===== src/rtl/parking_occupancy.sv =====
`default_nettype none
// ============================================================================
// Module      : parking_occupancy
// Description : Two-entry car park occupancy counter. It nets per-cycle
//               entry and exit pulses, clamps the count to the range
//               0..CAPACITY, and flags overflow and underflow. A FAULT state
//               freezes the count while the detector reports an error.
// Ports       : clk, rst (async active-low)
//               in[1:0], out[1:0]  - per-entry car enter/leave pulses
//               sensor_err         - detector error (level or pulse)
//               clr_fault          - request to leave FAULT
//               count, full, empty - registered occupancy state
//               overflow/underflow - one-cycle clamp pulses
//               fault              - high while in FAULT
//               total_in/total_out - accepted event totals (optional)
// Options     : `define PARKING_OCC_STATS_EN adds total_in and total_out
// Revision    : 1.0 - initial release
// ============================================================================
module parking_occupancy #(
    parameter int CAPACITY = 16,
    parameter int CNT_W    = 8
) (
    input  logic             clk,
    input  logic             rst,
    input  logic [1:0]       in,
    input  logic [1:0]       out,
    input  logic             sensor_err,
    input  logic             clr_fault,
    output logic [CNT_W-1:0] count,
    output logic             full,
    output logic             empty,
    output logic             overflow,
    output logic             underflow,
`ifdef PARKING_OCC_STATS_EN
    output logic [15:0]      total_in,
    output logic [15:0]      total_out,
`endif
    output logic             fault
);

    // Two guard bits: one for the +2 carry, one for the sign.
    localparam int W = CNT_W + 2;

    localparam logic signed [W-1:0] c_cap_w   = W'(CAPACITY);
    localparam logic [CNT_W-1:0]    c_cap_cnt = CNT_W'(CAPACITY);

    localparam logic [1:0] S_EMPTY   = 2'd0;
    localparam logic [1:0] S_PARTIAL = 2'd1;
    localparam logic [1:0] S_FULL    = 2'd2;
    localparam logic [1:0] S_FAULT   = 2'd3;

    logic [1:0]       r_state;
    logic [CNT_W-1:0] r_count;
    logic             r_overflow;
    logic             r_underflow;

    logic [1:0]              w_n_in;
    logic [1:0]              w_n_out;
    logic signed [W-1:0]     w_delta;
    logic signed [W-1:0]     w_sum;
    logic                    w_ovf;
    logic                    w_unf;
    logic [CNT_W-1:0]        w_next_count;
    logic                    w_normal;

    assign w_n_in  = {1'b0, in[0]}  + {1'b0, in[1]};
    assign w_n_out = {1'b0, out[0]} + {1'b0, out[1]};

    // Entries and exits are netted before clamping.
    assign w_delta = $signed({{(W-2){1'b0}}, w_n_in}) - $signed({{(W-2){1'b0}}, w_n_out});
    assign w_sum   = $signed({2'b00, r_count}) + w_delta;

    assign w_ovf = (w_sum > c_cap_w);
    assign w_unf = w_sum[W-1];

    // Events only count when not faulted and not entering FAULT this cycle.
    assign w_normal = !sensor_err && (r_state != S_FAULT);

    always_comb begin
        w_next_count = w_sum[CNT_W-1:0];
        if (w_ovf) begin
            w_next_count = c_cap_cnt;
        end else if (w_unf) begin
            w_next_count = '0;
        end
    end

    function automatic logic [1:0] state_of(input logic [CNT_W-1:0] c);
        if (c == '0) begin
            return S_EMPTY;
        end else if (c == c_cap_cnt) begin
            return S_FULL;
        end else begin
            return S_PARTIAL;
        end
    endfunction

    always_ff @(posedge clk or negedge rst) begin
        if (!rst) begin
            r_state     <= S_EMPTY;
            r_count     <= '0;
            r_overflow  <= 1'b0;
            r_underflow <= 1'b0;
        end else begin
            r_overflow  <= 1'b0;
            r_underflow <= 1'b0;
            if (sensor_err) begin
                // Error wins over any same-cycle events; they are dropped.
                r_state <= S_FAULT;
            end else if (r_state == S_FAULT) begin
                if (clr_fault) begin
                    r_state <= state_of(r_count);
                end
            end else begin
                r_count     <= w_next_count;
                r_state     <= state_of(w_next_count);
                r_overflow  <= w_ovf;
                r_underflow <= w_unf;
            end
        end
    end

`ifdef PARKING_OCC_STATS_EN
    logic [15:0] r_total_in;
    logic [15:0] r_total_out;
    logic [1:0]  w_room;
    logic [1:0]  w_acc_in;
    logic [1:0]  w_acc_out;

    // On overflow the free room is at most 1, on underflow the count is at
    // most 1, so 2-bit slices hold the whole value in those cases.
    assign w_room = c_cap_cnt[1:0] - r_count[1:0];

    always_comb begin
        w_acc_in  = w_n_in;
        w_acc_out = w_n_out;
        if (w_ovf) begin
            // All exits accepted; entries only fill the remaining room.
            w_acc_in = w_n_out + w_room;
        end else if (w_unf) begin
            // All entries accepted; exits only drain what was present.
            w_acc_out = w_n_in + r_count[1:0];
        end
    end

    always_ff @(posedge clk or negedge rst) begin
        if (!rst) begin
            r_total_in  <= '0;
            r_total_out <= '0;
        end else if (w_normal) begin
            r_total_in  <= r_total_in  + {14'd0, w_acc_in};
            r_total_out <= r_total_out + {14'd0, w_acc_out};
        end
    end

    assign total_in  = r_total_in;
    assign total_out = r_total_out;
`else
    logic w_unused_normal;
    assign w_unused_normal = w_normal;
`endif

    assign count     = r_count;
    assign full      = (r_state == S_FULL);
    assign empty     = (r_state == S_EMPTY);
    assign fault     = (r_state == S_FAULT);
    assign overflow  = r_overflow;
    assign underflow = r_underflow;

endmodule
`default_nettype wire


===== config.mk =====
export PLATFORM = sky130hd
export DESIGN_NAME = parking_occupancy
export DESIGN_NICKNAME = d
export VERILOG_FILES = /design/src/rtl/parking_occupancy.sv
export SDC_FILE = /design/constraint.sdc
export NUM_CORES = 1
export LEC_CHECK = 0
export CORE_MARGIN = 2
export CORE_UTILIZATION = 35
export DETAILED_ROUTE_END_ITERATION = 10
export GPL_TIMING_DRIVEN = 0
export PLACE_DENSITY = 0.55
export SYNTH_ARGS = -nofsm -noshare
export SYNTH_HDL_FRONTEND = slang
export SYNTH_SLANG_ARGS = --single-unit

===== constraint.sdc =====
create_clock -name clk -period 3.3 [get_ports clk]
set_input_delay 0.495 -clock clk [delete_from_list [all_inputs] [get_ports clk]]
set_output_delay 0.495 -clock clk [all_outputs]
set_load 0.01 [all_outputs]

==> impl_results.md, run 1 <==
* Outcome: complete, no violations
* Highest clock rate at 309 MHz
* Row cnt at 21
* Combinational power share at ~65%
* Switch Pwr at 414 uW
* CTS tree: built
* Total CTS buffers at 3
* Slew @ Worst Pin at approximately 0.69 ns
* Slew Viols, Final at 0
* Final Skew at 0.00725 ns
* Initial Utilization at 36.4%
* Clock Latency Late Sink at between 0.2 and 0.3 ns
* Layout cells sized above 1 at roughly 26%
* Grt total ovfl at 0
* Syn Nets at 164
* Hold buffers post-CTS at 0
* Worst EP required at between 3 and 4 ns
* Core Area at 0.00331 mm2
* Most frequent cells in the layout: clkdlybuf4s50_1, nand2_1, nor2_1, dfrtp_1, buf_4
* Fill cells at 350
* Post-synthesis cell area at 0.00120 mm2
* Initial antenna violation count at 0
* Routed vias/inst at 5.73
* Post-synthesis sequential area ratio at 24.9%
* Final hold violation count at 0
* Vias in the first global route at 1303
* Largest net degree at the start of global routing at 13
* Final period util at 98.2%
* DP Cell Count at 215
* Flop2flop setup slack at about 0.8 ns
* Area of the multi-input gates at 972 um2
* Synth warnings at 0
* Non-filler instance count after layout at around 220
* Cells after Synth at 149
* Clock share of power at 13.0%
* Syn avg cell area at 8.09 um2
* Total Wirelength at 3590 um
* Io pins at 21
* Antenna-violating nets left at 0
* Worst reg2reg path depth at 9
* Asr flop ratio synth at 100%
* PortBufs at 20
* Sw frac at 45.5%
* DR pass1 iterations at 4
* Clock buffer depth at 2
* Height of the chip at around 63 um
* Critical Path Start Type: input port
* Synth area leaders: dfrtp_1, ha_1, xnor2_1, nand2_1, nor2_1
* Register area at 300 um2
* Fin nets at 192
* Dominant synthesized flop cell: dfrtp_1
* Reg clk slew, reported paths at 0.08 ns
* H-tree lvl count at 1
* Critical path arrival at 3.44 ns
* Worst-path fanout max at 6
* Max cap viols at 0
* DP HPWL at 2530 um
* Post-synth EDFFs at 0
* Worst VDD drop at 292 uV
* Endpoint class of the critical path: flip-flop
* Endpoints failing setup at 0
* Yosys cell types at 50
* Worst Hold Class: input port to async pin
* Clk sinks at 12
* Antenna Cells at 0
* Max_slew headroom at 54.0%
* Power Dens Cells at ~540 mW/mm2
* Commonest non-fill, non-tap cell in the layout: clkdlybuf4s50_1
* RSZ-0062 raised after global routing: true
* Synth-to-layout area growth at 39.5%
* Total GRT Usage at 19.9%
* Crit. Startpoint: in[1]
* Via count at 1271
* Die area at 0.00393 mm2
* Cell taking the most area after synthesis: dfrtp_1
* Die Span X at 62.7 um
* Critical path endpoint: count[3]
* First-pass GRT wire length at 6290 um
* Final Cell Area at ~0.0017 mm2
* RR Endpoint: count[3]
* Worst Path Class, Setup: input port to flip-flop
* Avg WL per Cell at 16.2 um
* Root buffer cell: clkbuf_4
* Residual DRC count at 0
* Leak at 0.626 nW
* Register bit total from synthesis at 12
* DRT iter0 DRCs at 69
* RR Startpoint: count[0]
* Post-DP Area at 0.00146 mm2
* Flop pwr share at 22.2%
* Internal power at 495 uW
* Area fraction of the dominant cell type after synthesis at 24.9%
* Min Tclk post-route at approximately 3.2 ns
* RePlAce Congestion at 0.829
[cell families (layout without fill, tap and decap cells)]
| family | after synthesis | count (layout) | share of synthesized area (%) |
|---|---|---|---|
| flip-flops | 12 | 12 | 24.9 |
| AO/OA/AOI/OAI | 46 | 46 | 26.5 |
| buffers and inverters | 19 | 46 | 7.68 |
| multiplexers | 1 | 1 | 0.831 |
| AND/OR/NAND/NOR | 56 | 56 | 25.8 |
| XOR/XNOR | 8 | 8 | 5.82 |
| adder cells (fa/ha/maj) | 7 | 7 | 8.52 |
[repair_timing]
| action | 4_1_cts | 5_1_grt |
|---|---|---|
| gates cloned | 0 | 0 |
| gates resized for setup | 21 | 25 |
| endpoints found under the hold margin | 0 | 0 |
| pin swaps | 11 | 15 |
| setup buffers | 3 | 0 |
| endpoints found under the setup margin | 8 | 8 |
[per-layer routing]
layer | vias to the layer above | track usage, % | part of all wire [%]
met5 | - | 0 | 0
met4 | 0 | 7.22 | 1.6
met3 | 8 | 1.44 | 2.6
met2 | 36 | 32.7 | 49
met1 | 628 | 27.4 | 47
li1 | 599 | - | -
[Yosys cell counts (2+ instances only)]
| library cell | number |
|---|---|
| nor4b_1 | 2 |
| inv_1 | 8 |
| ha_1 | 5 |
| nor4_1 | 2 |
| nor2b_1 | 2 |
| a21oi_1 | 7 |
| clkbuf_1 | 5 |
| and4b_1 | 2 |
| o21ai_1 | 3 |
| dfrtp_1 | 12 |
| nand3_1 | 5 |
| xnor2_1 | 7 |
| nor3_1 | 2 |
| buf_4 | 3 |
| o21ai_0 | 7 |
| o22ai_1 | 3 |
| a22oi_1 | 2 |
| nand2b_1 | 4 |
| o31ai_1 | 4 |
| a211oi_1 | 2 |
| nor2_1 | 12 |
| fa_1 | 2 |
| buf_2 | 2 |
| o31a_1 | 2 |
| nand2_1 | 15 |
| a221oi_1 | 2 |
| a31oi_1 | 3 |
| and2_1 | 2 |
[critical path, stage by stage]
cell and delay, ns:
buf_6 0.07, inv_2 0.03, fa_1 0.55, inv_2 0.05
ha_4 0.15, inv_4 0.05, ha_4 0.19, inv_4 0.05
fa_2 0.29, or4b_4 0.50, a21oi_4 0.17, o31a_1 0.19
o22ai_4 0.10, nor3_4 0.23, nand2_4 0.12, o211ai_2 0.18
[through the flow]
step,power (mW),hold WS (ns),utilization (%),TNS (ns),worst slack (ns)
after floorplan,0.518,0.199,-,0,0.0166
after global placement,0.669,0.549,44.2,-5.54,-0.760
after detailed placement,0.676,0.568,44.2,-5.86,-0.781
after CTS,0.844,0.594,48.0,0,0.00128
after global routing,0.981,0.609,50.8,-0.280,-0.0840
final,0.908,0.573,50.8,0,0.0604
[registers in the layout, indices dropped and copies added (netlist names)]
signal     flops
count          8
overflow       1
r_state        2
underflow      1
[power groups by stage]
stage / Sequential, mW / Combinational (mW) / Clock [mW]
after floorplan: 0.205 / 0.314 / 0
after global placement: 0.201 / 0.467 / 0
after detailed placement: 0.202 / 0.474 / 0
after CTS: 0.200 / 0.524 / 0.120
after global routing: 0.206 / 0.644 / 0.131
final: 0.202 / 0.589 / 0.118
[worst min path at each step]
stage	startpoint	endpoint	slack, ns	cells past startpoint
final	rst	r_state[1]	0.57	1
after global routing	rst	count[7]	0.61	1
after CTS	rst	count[2]	0.59	1
after detailed placement	count[0]	count[0]	0.57	2
after global placement	count[0]	count[0]	0.55	2
after floorplan	rst	count[0]	0.20	0
[cell type report]
class                   count  area share [%]
multi-input cells         118            57.9
repair buffers             23            12.7
plain buffers              11            3.87
clock buffers               4            2.16
well taps                  46            3.43
flip-flops and latches     12            17.9
inverters                   8            2.08
(Power assumes the default switching activity.)
==> run 2, diff against run 1 <==
--- a/config.mk
+++ b/config.mk
@@ -9,7 +9,9 @@
 export CORE_UTILIZATION = 35
 export DETAILED_ROUTE_END_ITERATION = 10
 export GPL_TIMING_DRIVEN = 0
+export HOLD_SLACK_MARGIN = 0.1
 export PLACE_DENSITY = 0.55
+export REMOVE_ABC_BUFFERS = 1
 export SYNTH_ARGS = -nofsm -noshare
 export SYNTH_HDL_FRONTEND = slang
 export SYNTH_SLANG_ARGS = --single-unit
==> impl_results.md, run 2 (same netlist as run 1, synthesis figures left out) <==
* DRT iter0 DRCs at 39
* Total Wirelength at 3260 um
* Max cap viols at 0
* Final hold violation count at 0
* Clk sinks at 12
* Power Dens Cells at between 500 and 600 mW/mm2
* Die area at 0.00393 mm2
* Worst-path fanout max at 5
* Fin nets at between 150 and 200
* Hold buffers post-CTS at 0
* Most frequent cells in the layout: clkdlybuf4s50_1, nand2_1, nor2_1, dfrtp_1
* Synth-to-layout area growth at 33.5%
* Clock buffer depth at 2
* Layout cells sized above 1 at 21.2%
* Slew Viols, Final at 0
* First-pass GRT wire length at 5450 um
* DR pass1 iterations at 4
* Endpoint class of the critical path: flip-flop
* Reg clk slew, reported paths at 0.07 ns
* DP HPWL at 2220 um
* Routed vias/inst at approximately 5.6
* Avg WL per Cell at 15.5 um
* Outcome: complete, no violations
* Clock Latency Late Sink at approximately 0.27 ns
* Final Skew at around 0.0022 ns
* Critical Path Start Type: input port
* RSZ-0062 raised after global routing: true
* Max_slew headroom at 52.0%
* Residual DRC count at 0
* Antenna Cells at 0
* Io pins at 21
* Largest net degree at the start of global routing at 27
* Critical path arrival at 3.41 ns
* Crit. Startpoint: in[1]
* Flop2flop setup slack at 0.82 ns
* Endpoints failing setup at 0
* Leak at 0.573 nW
* Highest clock rate at 311 MHz
* H-tree lvl count at 1
* Worst VDD drop at 280 uV
* Initial antenna violation count at 0
* Core Area at 0.00331 mm2
* Max FFs per register at 8
* Total CTS buffers at 3
* Slew @ Worst Pin at 0.720 ns
* Die Span X at 62.7 um
* Total GRT Usage at 17.0%
* Worst reg2reg path depth at 9
* Commonest non-fill, non-tap cell in the layout: clkdlybuf4s50_1
* CTS tree: built
* Grt total ovfl at 0
* Via count at 1187
* RePlAce Congestion at 0.812
* Height of the chip at 62.7 um
* Worst Hold Class: input port to async pin
* RR Startpoint: count[0]
* Antenna-violating nets left at 0
* RR Endpoint: count[2]
* Worst EP required at 3.50 ns
* Final design utilization at 48.6%
* Row cnt at 21
* Final period util at 97.4%
* Vias in the first global route at ~1200
* PortBufs at 20
* Initial Utilization at 36.4%
* Hold WS at 0.570 ns
* Worst Path Class, Setup: input port to flip-flop
* Root buffer cell: clkbuf_4
* Min Tclk post-route at 3.21 ns
## run 2: cell count changes in the layout (fill, tap and decap cells not counted), sizes merged
| cell | before | now |
|---|---|---|
| buf | 10 | 5 |
| clkbuf | 11 | 5 |
## run 2: what timing repair did
item                       in CTS  in global routing
pin swaps                      10                 13
gates resized for setup        25                 17
setup buffers                   3                  0
setup endpoints to repair       9                  8
cloned                          0                  0
## run 2: worst max-delay path by stage
stage	depth (start not counted)	end	slack [ns]
CTS	13	count[2]	0.005
global route	16	count[2]	-0.03
detailed placement	13	r_state[1]	-1.10
floorplan	13	count[2]	-0.06
global placement	13	r_state[1]	-1.06
finish	14	count[2]	0.09
## run 2: metal layers
metal  GRT usage, %  vias to the layer above  part of all wire [%]  wire [um]
li1               -                      577                     -          -
met1           21.5                      592                    46       1490
met2           29.7                       18                    52       1690
met3           4.14                        0                   2.7         88
met4           2.78                        0                     0          0
met5              0                        -                     0          0
## run 2: per-stage QoR
step | TNS [ns] | power [mW] | worst slack (ns) | std cells | cell area [um2]
finish | 0 | 0.851 | 0.0851 | 211 | 1610
global route | -0.0422 | 0.911 | -0.0337 | 211 | 1610
CTS | 0 | 0.815 | 0.00541 | 211 | 1540
detailed placement | -8.29 | 0.648 | -1.10 | 204 | 1400
global placement | -7.92 | 0.639 | -1.06 | 204 | 1400
floorplan | -0.168 | 0.501 | -0.0564 | 138 | 1140
## run 2: layout make-up
type,count,area [um2]
fillers,357,1700
clock buffers,4,36.3
well taps,46,57.6
multi-input cells,118,962
inverters,8,35.0
flip-flops and latches,12,300
repair buffers,23,218
## run 2: power breakdown
part | switching [mW] | internal, mW
registers | 0.0657 | 0.171
logic | 0.266 | 0.234
clock network | 0.0477 | 0.0671
## run 2: worst max-delay path: stages
cell     delay [ns]
buf_8          0.07
inv_4          0.03
fa_1           0.53
inv_1          0.05
ha_2           0.33
ha_4           0.16
fa_2           0.27
or4b_4         0.49
a21oi_4        0.17
o31a_1         0.20
o22ai_4        0.10
nor3_4         0.20
nand2_2        0.15
o22ai_2        0.17
==> run 3, diff against run 2 <==
--- a/config.mk
+++ b/config.mk
@@ -5,6 +5,8 @@
 export SDC_FILE = /design/constraint.sdc
 export NUM_CORES = 1
 export LEC_CHECK = 0
+export CAP_MARGIN = 20
+export CORE_ASPECT_RATIO = 1.2
 export CORE_MARGIN = 2
 export CORE_UTILIZATION = 35
 export DETAILED_ROUTE_END_ITERATION = 10
==> impl_results.md, run 3 (same netlist as run 1, synthesis figures left out) <==
* Slew @ Worst Pin at 0.665 ns
* Max cap viols at 0
* Final Skew at 0.00273 ns
* DRT iter0 DRCs at 39
* Die Span X at between 50 and 60 um
* H-tree lvl count at 1
* Antenna Cells at 0
* Reg clk slew, reported paths at 0.05 ns
* Fill cells at 320
* PortBufs at 20
* Initial antenna violation count at 0
* Max FFs per register at 8
* Total GRT Usage at 16.5%
* Die area at between 0.003 and 0.004 mm2
* Final hold violation count at 0
* Commonest non-fill, non-tap cell in the layout: clkdlybuf4s50_1
* Clk sinks at 12
* Layout cells sized above 1 at approximately 25%
* Final worst slack at 0.0762 ns
* Vias in the first global route at 1092
* RR Startpoint: count[0]
* DP HPWL at about 2100 um
* Tot Pwr at 913 uW
* Total Wirelength at 3010 um
* Root buffer cell: clkbuf_8
* Flop2flop setup slack at 0.85 ns
* Final design utilization at approximately half
* Outcome: complete, no violations
* Leak at a little over 0.6 nW
* DP Cell Count at 195
* Post-DP Area at 0.00139 mm2
* Worst EP required at 3.43 ns
* RePlAce Congestion at 0.815
* Non-filler instance count after layout at between 200 and 250
* First-pass GRT wire length at just over 5000 um
* Final Cell Area at 0.00164 mm2
* CTS tree: built
* Critical path arrival at approximately 3.4 ns
* Dpl ws at -0.956 ns
* Hold buffers post-CTS at 0
* Endpoint class of the critical path: flip-flop
* Row cnt at 23
* Largest net degree at the start of global routing at 27
* Combinational power share at 56.5%
* Via count at 1202
* Grt total ovfl at 0
* DR pass1 iterations at 4
* Antenna-violating nets left at 0
* RSZ-0062 raised after global routing: true
* Routed vias/inst at 5.81
* Worst reg2reg path depth at 11
* Min Tclk post-route at ~3.2 ns
* Area of the multi-input gates at around 950 um2
* Worst Path Class, Setup: input port to flip-flop
* Worst Hold Class: input port to async pin
* Final period util at 97.7%
* Endpoints failing setup at 0
* Slew Viols, Final at 0
* Hold WS at just over 0.6 ns
* Internal power at 529 uW
* Flop pwr share at 25.7%
* Residual DRC count at 0
* Clock buffer depth at 2
* Highest clock rate at 310 MHz
* Critical Path Start Type: input port
* Register area at 300 um2
* Total CTS buffers at 3
* Setup TNS at 0 ns
* Power Dens Cells at between 500 and 600 mW/mm2
* Avg WL per Cell at 14.5 um
* Worst VDD drop at 418 uV
* Synth-to-layout area growth at 36.3%
* Io pins at 21
* Core Area at 0.00331 mm2
* Clock share of power at 17.7%
* Height of the chip at a little under 70 um
* Most frequent cells in the layout: clkdlybuf4s50_1, nand2_1, nor2_1, dfrtp_1
* RR Endpoint: count[3]
* Switch Pwr at 384 uW
* Initial Utilization at 36.4%
* Max_slew headroom at a little over half
* Sw frac at 42.1%
* Worst-path fanout max at 7
* Fin nets at 186
* Clock Latency Late Sink at 0.25 ns
-- run 3: cell count changes in the layout (fill, tap and decap cells not counted), sizes merged --
cell  previous run  this run
buf              5        10
-- run 3: final cells by class --
| class | count | area share [%] |
|---|---|---|
| multi-input combinational | 118 | 57.7 |
| clock buffer | 4 | 3.35 |
| inverter | 8 | 1.98 |
| timing repair buffer | 28 | 15.9 |
| sequential | 12 | 18.3 |
| tap | 37 | 2.82 |
-- run 3: power groups by stage --
stage / clock network (mW) / logic (mW) / registers (mW)
floorplan: 0 / 0.276 / 0.225
global placement: 0 / 0.408 / 0.231
detailed placement: 0 / 0.409 / 0.231
CTS: 0.167 / 0.453 / 0.230
global route: 0.174 / 0.569 / 0.243
finish: 0.162 / 0.516 / 0.235
-- run 3: per-layer routing --
layer / routed length (um) / share of wire, % / global-route usage (%) / up-vias
li1: - / - / - / 586
met1: 1330 / 44 / 20.3 / 584
met2: 1500 / 50 / 28.4 / 26
met3: 117 / 3.9 / 1.51 / 6
met4: 61 / 2.0 / 8.72 / 0
met5: 0 / 0 / 0 / -
-- run 3: how the worst max path moves through the flow --
stage               endpoint  cells past startpoint    from
floorplan           count[2]                     13   in[1]
global placement    count[2]                     14   in[1]
detailed placement  count[2]                     14   in[1]
CTS                 count[2]                     15  out[0]
global route        count[3]                     17  out[1]
finish              count[3]                     16  out[1]
-- run 3: worst max-delay path, cell delays in order --
cell and delay [ns]:
buf_6 0.09, fa_1 0.53, inv_1 0.05, ha_2 0.16, inv_2 0.07, ha_4 0.20
inv_4 0.05, fa_2 0.27, or4b_4 0.49, a21oi_4 0.17, o22ai_1 0.11, o22ai_2 0.26
nor3_4 0.08, buf_4 0.18, nand3_2 0.05, o211ai_2 0.08
-- run 3: timing repair --
| item | in CTS | in global routing |
|---|---|---|
| endpoints found under the setup margin | 9 | 8 |
| pin swaps | 10 | 17 |
| hold endpoints to repair | 0 | 0 |
| buffers inserted | 5 | 3 |
| resized for setup | 21 | 20 |
